--- src/rtl/code_entry_buffer_pkg.sv ---
// Shared lock package: BCD digit type, digit limit and the factory access code
// used by the code entry buffer and the lock control bench.
package code_entry_buffer_pkg;

  typedef logic [3:0] bcd_digit_t;

  localparam bcd_digit_t       MAX_DIGIT         = 4'd9;
  localparam logic [15:0]      LOCK_DEFAULT_CODE = 16'h1234;

  function automatic logic is_bcd(input bcd_digit_t d);
    return (d <= MAX_DIGIT);
  endfunction

endpackage

--- src/rtl/code_entry_buffer.sv ---
// Keypad-side digit collector for the lock controller: shifts in BCD digits,
// reports full/match, flushes on clear or a result. Optional code
// reprogramming is enabled by defining CODE_PROG_EN.
module code_entry_buffer
  import code_entry_buffer_pkg::*;
#(
  parameter int                    CODE_LEN     = 4,
  parameter logic [4*CODE_LEN-1:0] DEFAULT_CODE = LOCK_DEFAULT_CODE
) (
  input  logic                          clk,
  input  logic                          rst,
  input  logic                          ready_for_input,
  input  logic                          unlock_led,
  input  logic                          fail_led,
  input  logic                          digit_valid,
  input  logic [3:0]                    digit,
  input  logic                          clear,
`ifdef CODE_PROG_EN
  input  logic                          prog_req,
  output logic                          prog_done,
`endif
  output logic                          full,
  output logic                          match,
  output logic [$clog2(CODE_LEN+1)-1:0] digit_count,
  output logic                          digit_err
);

  localparam int W  = 4 * CODE_LEN;
  localparam int CW = $clog2(CODE_LEN + 1);

  logic [W-1:0]  buf_q, buf_d;
  logic [CW-1:0] cnt_q, cnt_d;
  logic          full_q, full_d;
  logic          match_q, match_d;
  logic          err_q, err_d;
  logic [W-1:0]  code_s;
  logic          flush_s, offer_s, load_s;
  logic [W+3:0]  shifted_s;

`ifdef CODE_PROG_EN
  logic [W-1:0]  code_q, code_d;
  logic          armed_q, armed_d;
  logic          done_q, done_d;

  assign code_s = code_q;
  assign load_s = prog_req && armed_q && full_q;
`else
  assign code_s = DEFAULT_CODE;
  assign load_s = 1'b0;
`endif

  assign flush_s   = clear || unlock_led || fail_led;
  assign offer_s   = digit_valid && ready_for_input && !full_q;
  // Wide concatenation keeps the shift legal even for a one-digit code.
  assign shifted_s = {buf_q, digit};

  always_comb begin
    buf_d = buf_q;
    cnt_d = cnt_q;
    err_d = 1'b0;
    if (flush_s || load_s) begin
      buf_d = '0;
      cnt_d = '0;
    end else if (offer_s && is_bcd(digit)) begin
      buf_d = shifted_s[W-1:0];
      cnt_d = cnt_q + CW'(1);
    end else if (offer_s) begin
      err_d = 1'b1;
    end else begin
      buf_d = buf_q;
    end
    full_d  = (cnt_d == CW'(CODE_LEN));
    match_d = full_d && (buf_d == code_s);
  end

`ifdef CODE_PROG_EN
  // A flush outranks a load, so a load can never coincide with unlock_led.
  always_comb begin
    code_d  = code_q;
    armed_d = armed_q;
    done_d  = 1'b0;
    if (!flush_s && load_s) begin
      code_d  = buf_q;
      armed_d = 1'b0;
      done_d  = 1'b1;
    end else if (unlock_led) begin
      armed_d = 1'b1;
    end else if (fail_led || clear) begin
      armed_d = 1'b0;
    end else begin
      armed_d = armed_q;
    end
  end

  always_ff @(posedge clk or posedge rst) begin
    if (rst) begin
      code_q  <= DEFAULT_CODE;
      armed_q <= 1'b0;
      done_q  <= 1'b0;
    end else begin
      code_q  <= code_d;
      armed_q <= armed_d;
      done_q  <= done_d;
    end
  end

  assign prog_done = done_q;
`endif

  always_ff @(posedge clk or posedge rst) begin
    if (rst) begin
      buf_q   <= '0;
      cnt_q   <= '0;
      full_q  <= 1'b0;
      match_q <= 1'b0;
      err_q   <= 1'b0;
    end else begin
      buf_q   <= buf_d;
      cnt_q   <= cnt_d;
      full_q  <= full_d;
      match_q <= match_d;
      err_q   <= err_d;
    end
  end

  assign full        = full_q;
  assign match       = match_q;
  assign digit_count = cnt_q;
  assign digit_err   = err_q;

endmodule
--- config.mk ---
export PLATFORM = sky130hd
export DESIGN_NAME = code_entry_buffer
export DESIGN_NICKNAME = d
export VERILOG_FILES = /design/src/rtl/code_entry_buffer_pkg.sv /design/src/rtl/code_entry_buffer.sv
export SDC_FILE = /design/constraint.sdc
export NUM_CORES = 1
export LEC_CHECK = 0
export CORE_MARGIN = 2
export CORE_UTILIZATION = 30
export CTS_BUF_LIST = sky130_fd_sc_hd__clkbuf_2
export DETAILED_ROUTE_END_ITERATION = 7
export SLEW_MARGIN = 25
export SYNTH_ARGS = -nofsm -noshare
export SYNTH_HDL_FRONTEND = slang
export SYNTH_SLANG_ARGS = --single-unit
--- constraint.sdc ---
create_clock -name clk -period 1.5 [get_ports clk]
set_input_delay 0.3 -clock clk [delete_from_list [all_inputs] [get_ports clk]]
set_output_delay 0.3 -clock clk [all_outputs]
set_load 0.005 [all_outputs]
* Word-level counts from Yosys, hierarchy flattened *
Index checks and enable logic that the tools add are counted.

storage, ports and cells
  register bits after elaboration = 22
  memory bits (read-only) = 0
  memory bits (writable) = 0
  bits in latches = 0
  memories = 0

cells by class
  bitwise gates (word level) = 0
  shift-type cells = 0
  multiply operators = 0
  multiplexer cells = 7
  add/subtract/negate cells = 1
  equal/unequal tests = 2
  magnitude comparators = 1
  divide/modulo/power cells = 0
  reduce and logical (&&, ||, !) cells = 7

operators with widths
  cell                                                                      number
  16-bit 2-to-1 mux                                                         2
  16-bit by 13-bit equality test with 1-bit output (second input constant)  1
  3-bit 2-to-1 mux                                                          2
  4-bit <= comparator (second input constant)                               1
  1-bit logical AND                                                         4
  3-bit by 1-bit adder with 3-bit output (second input constant)            1
  3-bit equality test (second input constant)                               1
  1-bit 2-to-1 mux                                                          3
  1-bit logical OR                                                          2
  1-bit zero test                                                           1

* Logic depth before layout (Yosys ltp) *
Gate-level depths: netlist (run 1).

  word-level depth = 7
  gate-level depth with buffers = 7

* Worst setup path before layout (run 1) *
Ideal clock, no wire load.

  kind = flip-flop to flip-flop
  start = register full_q (netlist: full)
  end = register buf_q[7]
  arrival time = 1.396 ns
  buffers on the path = 3
  period minus slack after synthesis = 1.474 ns
  setup time = 0.078 ns
  stages on the path, launching flop included = 8
  path slack = 0.026 ns
  path through = dfrtp_1 and3b_1 clkbuf_1 and2_1 buf_2 buf_2 nand2_1 a21oi_1

on the way
  cells in the longest elaborated chain, start to end = 5

RTL lines
  element                   line                      RTL
  start: declaration        code_entry_buffer.sv:33   logic full_q, full_d;
  start signal: assignment  code_entry_buffer.sv:120  full_q <= full_d;
  1-bit zero test           code_entry_buffer.sv:53   assign offer_s = digit_valid && ready_for_input && !full_q;
  1-bit logical AND         code_entry_buffer.sv:53
  1-bit logical AND         code_entry_buffer.sv:64   end else if (offer_s && is_bcd(digit)) begin
  16-bit 2-to-1 mux         code_entry_buffer.sv:64
  16-bit 2-to-1 mux         code_entry_buffer.sv:61   if (flush_s || load_s) begin
  named net buf_d[7]        code_entry_buffer.sv:31   logic [W-1:0] buf_q, buf_d;
  end signal: assignment    code_entry_buffer.sv:118  buf_q <= buf_d;
  end: declaration          code_entry_buffer.sv:31

The timed path passes the listed nets, and every way through them passes these cells.

* Final worst setup path (run 1) *
  start = input port fail_led
  end = register match_q (netlist: match)

on the way
  cells in the longest elaborated chain, start to end = 4

RTL lines
  element                                                                                         line                                              RTL
  start: declaration                                                                              code_entry_buffer.sv:14                           input logic fail_led,
  1-bit logical OR (*)                                                                            code_entry_buffer.sv:52                           assign flush_s = clear || unlock_led || fail_led;
  16-bit 2-to-1 mux / 3-bit 2-to-1 mux (equally long branches)                                    code_entry_buffer.sv:61
  16-bit by 13-bit equality test with 1-bit output / 3-bit equality test (equally long branches)  code_entry_buffer.sv:73, code_entry_buffer.sv:72
  1-bit logical AND (*)                                                                           code_entry_buffer.sv:73                           match_d = full_d && (buf_d == code_s);
  named net match_d                                                                               code_entry_buffer.sv:34                           logic match_q, match_d;
  end signal: assignment                                                                          code_entry_buffer.sv:121                          match_q <= match_d;
  end: declaration                                                                                code_entry_buffer.sv:34

Mark *: on every way through the listed nets, which the timed path passes. The rest lies on a longest branch.

==> results.md, run 1 <==
- Global-route wire length before repair: 4.86 mm
- Placed insts: 190
- P_sw: around 0.00026 W
- Syn Nets: approximately 130
- Initial DRC count: 40
- Chip width: 64.1 um
- Non-filler cells, final: between 150 and 200
- Peak Freq: 648 MHz
- Max VDD drop: 288 uV
- Sequential group share of total power: between 60% and 70%
- Count of final setup violators: 1
- Layout cells sized above 1: between 20% and 30%
- Worst slew pin tran: 0.419 ns
- Nets: approximately 170
- Hold_buf cts: 0
- Via-to-Cell Ratio: approximately 5
- Min cycle time layout: ~1.5 ns
- Total routed wirelength: around 2.7 mm
- Initial antenna violation count: 0
- Initial core utilization: 31.8%
- H-tree Lvls: 1
- Synth unique cells: 34
- Number of global-route vias before repair: 1045
- DRT antenna net count: 0
- DP Area: 0.00141 mm^2
- CP max FO: 9
- Post-route setup slack: -0.0421 ns
- Root Buffer: clkbuf_2
- Worst hold path type: in -> async
- Final Hold Fails: 0
- Syn_area_per_cell: about 9.3 um^2
- Antenna Cells: 0
- Gr ovfl total: 0
- PortBufs: 16
- I/O pin cnt: 17
- Critical Path AT: roughly 1.8 ns
- RSZ-0062 raised after global routing: true
- Clock Skew: around 0.0024 ns
- Worst skew pair latency: 0.33 ns
- CTS sink count: 22
- Routed WL per cell: about 14 um
- Switching portion of total power: 26.1%
- CP Capture Type: register
- Clock transition at path regs: 0.20 ns
- Pwr Density: around 640 mW/mm^2
- Core Area: about 0.0034 mm^2
- R2R setup slack: approximately 0.010 ns
- Max Slew Vio Count: 0
- Pre-antenna DRT Iters: 4
- Largest net degree at the start of global routing: 23
- Hold WS: ~0.27 ns
- Final core occ: 44.9%
- Via count: around 1000
- RR Endpoint: match
- Final period util: 103%
- Seq/Total Area, Yosys: between 50% and 60%
- GP Congestion: 0.732
- Clock Tree Buf Depth: 2
- Status: finished with violations
- Reg2Reg Depth: 4
- Cell Area, Synth: between 0.001 and 0.0015 mm^2
- # DRC: 0
- CTS buffer count: 3
- CP Data Required Time: between 1.5 and 2 ns
- Static Leak: ~0.63 nW
- Post-route setup TNS: -0.0421 ns
- FF+latch count, synth: 22
- Comb pwr share: 14.5%
- Cells after Synth: approximately 120
- Reg2reg start: full
- DP HPWL: 1.97 mm
- Chip height: between 60 and 70 um
- Worst Path Class, Setup: in -> reg
- Clock Power Share: 24.6%
- Slew HR: around 70%
- Design area: between 0.0015 and 0.002 mm^2
- Die Area: about 0.0041 mm^2
- Critical path launch point type: input pin
- Row cnt: 21
- CTS tree: built
- Area Overhead vs Synth: 41.4%
- Max-cap violations: 0
- YS warnings: 0
- Failing checks: negative setup slack
- GRT Total Usage: about 15%
- Internal: roughly 0.00072 W
flip-flops by register name (all words and copies together) (netlist names):
signal	cells
digit_count	3
digit_err	1
match	1
full	1
buf_q	16
cell families after synthesis:
logic type | Yosys count | synth area share [%]
AND/OR/NAND/NOR | 56 | 25.7
AO/OA/AOI/OAI | 25 | 16.0
flip-flops | 22 | 50.7
buffers and inverters | 10 | 3.92
XOR/XNOR | 3 | 2.42
adder cells (fa/ha/maj) | 1 | 1.15
worst max-delay path, stage by stage:
cell and delay [ns]:
clkdlybuf4s50_1 0.42, or3_4 0.44, buf_4 0.15, buf_4 0.16, o2111ai_2 0.22, a211oi_2 0.10
power groups by stage:
| stage | clock (W) | combinational (W) | sequential [W] |
|---|---|---|---|
| 6_report | 0.000241 | 0.000142 | 0.000597 |
| 5_1_grt | 0.000280 | 0.000154 | 0.000598 |
| 4_1_cts | 0.000250 | 0.000134 | 0.000597 |
| 3_5_place_dp | 0 | 0.000123 | 0.000607 |
| 3_3_place_gp | 0 | 0.000122 | 0.000607 |
| 2_1_floorplan | 0 | 0.0000508 | 0.000607 |
what timing repair did:
action                                  4_1_cts  5_1_grt
pin swaps                                     5        4
setup buffers                                 3        2
endpoints found under the setup margin       19       18
resized for setup                            14       12
cells in the mapped netlist:
library cell	n	area share (%)
and3b_1	1	0.81
nor2b_1	1	0.58
nand4_1	1	0.58
nand4b_1	1	0.81
a211oi_2	1	1.2
nand2_1	28	9.7
o21ai_0	1	0.46
nor4_1	1	0.58
a2111oi_4	1	2.5
and4_1	1	0.81
xnor2_1	2	1.6
nor2_1	7	2.4
nor3b_1	1	0.69
nand3_1	2	0.92
nand3b_1	1	0.69
nor3_1	4	1.8
nor4b_1	2	1.6
a21oi_1	15	6.9
inv_1	3	1.0
a22oi_1	2	1.4
dfrtp_1	22	51
ha_1	1	1.2
nand4bb_1	1	1.0
xor2_1	1	0.81
buf_2	4	1.8
a2111oi_0	1	0.81
or3_1	1	0.58
clkbuf_1	3	1.0
o2111ai_1	2	1.6
and2_1	1	0.58
o21bai_1	1	0.69
o21ai_1	1	0.46
nand2b_1	1	0.58
nor4bb_1	1	0.92
how the worst max path moves through the flow:
stage                          from  endpoint  slack [ns]  cells after the start
global route                   full     match       -0.09                      4
floorplan                      full  buf_q[7]        0.03                      7
global placement           digit[2]  buf_q[9]       -0.41                      6
detailed placement       unlock_led     match       -0.44                      5
CTS                 ready_for_input  buf_q[9]       0.002                      6
finish                     fail_led     match       -0.04                      6
routing by layer:
metal	wire, um	part of all wire (%)	track usage (%)	vias to the layer above
met4	38	1.4	6.91	0
met2	1370	51	25.7	25
met5	0	0	0	-
met1	1200	45	19.0	487
met3	91	3.4	1.41	4
li1	-	-	-	481
layout by cell type, fill, tap and decap left out, types with 2 or more instances in the layout:
master | synthesis | final
clkbuf_2 | 0 | 3
xnor2_1 | 2 | 2
inv_1 | 3 | 3
buf_6 | 0 | 2
dlygate4sd2_1 | 0 | 4
nor3_1 | 4 | 4
nand2_1 | 28 | 27
clkdlybuf4s50_1 | 0 | 10
clkdlybuf4s15_1 | 0 | 2
buf_4 | 0 | 21
nor2_1 | 7 | 6
a22oi_1 | 2 | 2
dfrtp_1 | 22 | 22
a21oi_1 | 15 | 15
o21ai_2 | 0 | 2
o2111ai_2 | 0 | 2
nand3_1 | 2 | 2
nor4b_1 | 2 | 2
through the flow:
stage | setup WS, ns | total power (W)
after global placement | -0.410 | 0.000729
after CTS | 0.00195 | 0.000982
final | -0.0421 | 0.000979
after detailed placement | -0.444 | 0.000731
after floorplan | 0.0257 | 0.000658
after global routing | -0.0864 | 0.00103
layout make-up:
cell class	count	area, um^2
clock inverter	1	3.75
inverter	3	11.3
fill	329	1880
sequential	22	551
tap	46	57.6
multi-input combinational	85	561
clock buffer	3	15.0
timing repair buffer	39	335
No activity file was read; power rests on OpenSTA's default activity.
==> run 2, diff against run 1 <==
--- a/config.mk
+++ b/config.mk
@@ -5,6 +5,7 @@
 export SDC_FILE = /design/constraint.sdc
 export NUM_CORES = 1
 export LEC_CHECK = 0
+export CAP_MARGIN = 40
 export CORE_MARGIN = 2
 export CORE_UTILIZATION = 30
 export CTS_BUF_LIST = sky130_fd_sc_hd__clkbuf_2
==> results of run 2 <==
Final layout, timing and power as in run 1 (identical DEF).
==> run 3, diff against run 2 <==
--- a/config.mk
+++ b/config.mk
@@ -10,6 +10,7 @@
 export CORE_UTILIZATION = 30
 export CTS_BUF_LIST = sky130_fd_sc_hd__clkbuf_2
 export DETAILED_ROUTE_END_ITERATION = 7
+export GPL_ROUTABILITY_DRIVEN = 1
 export SLEW_MARGIN = 25
 export SYNTH_ARGS = -nofsm -noshare
 export SYNTH_HDL_FRONTEND = slang
==> results of run 3 <==
Final layout, timing and power as in run 1 (identical DEF).
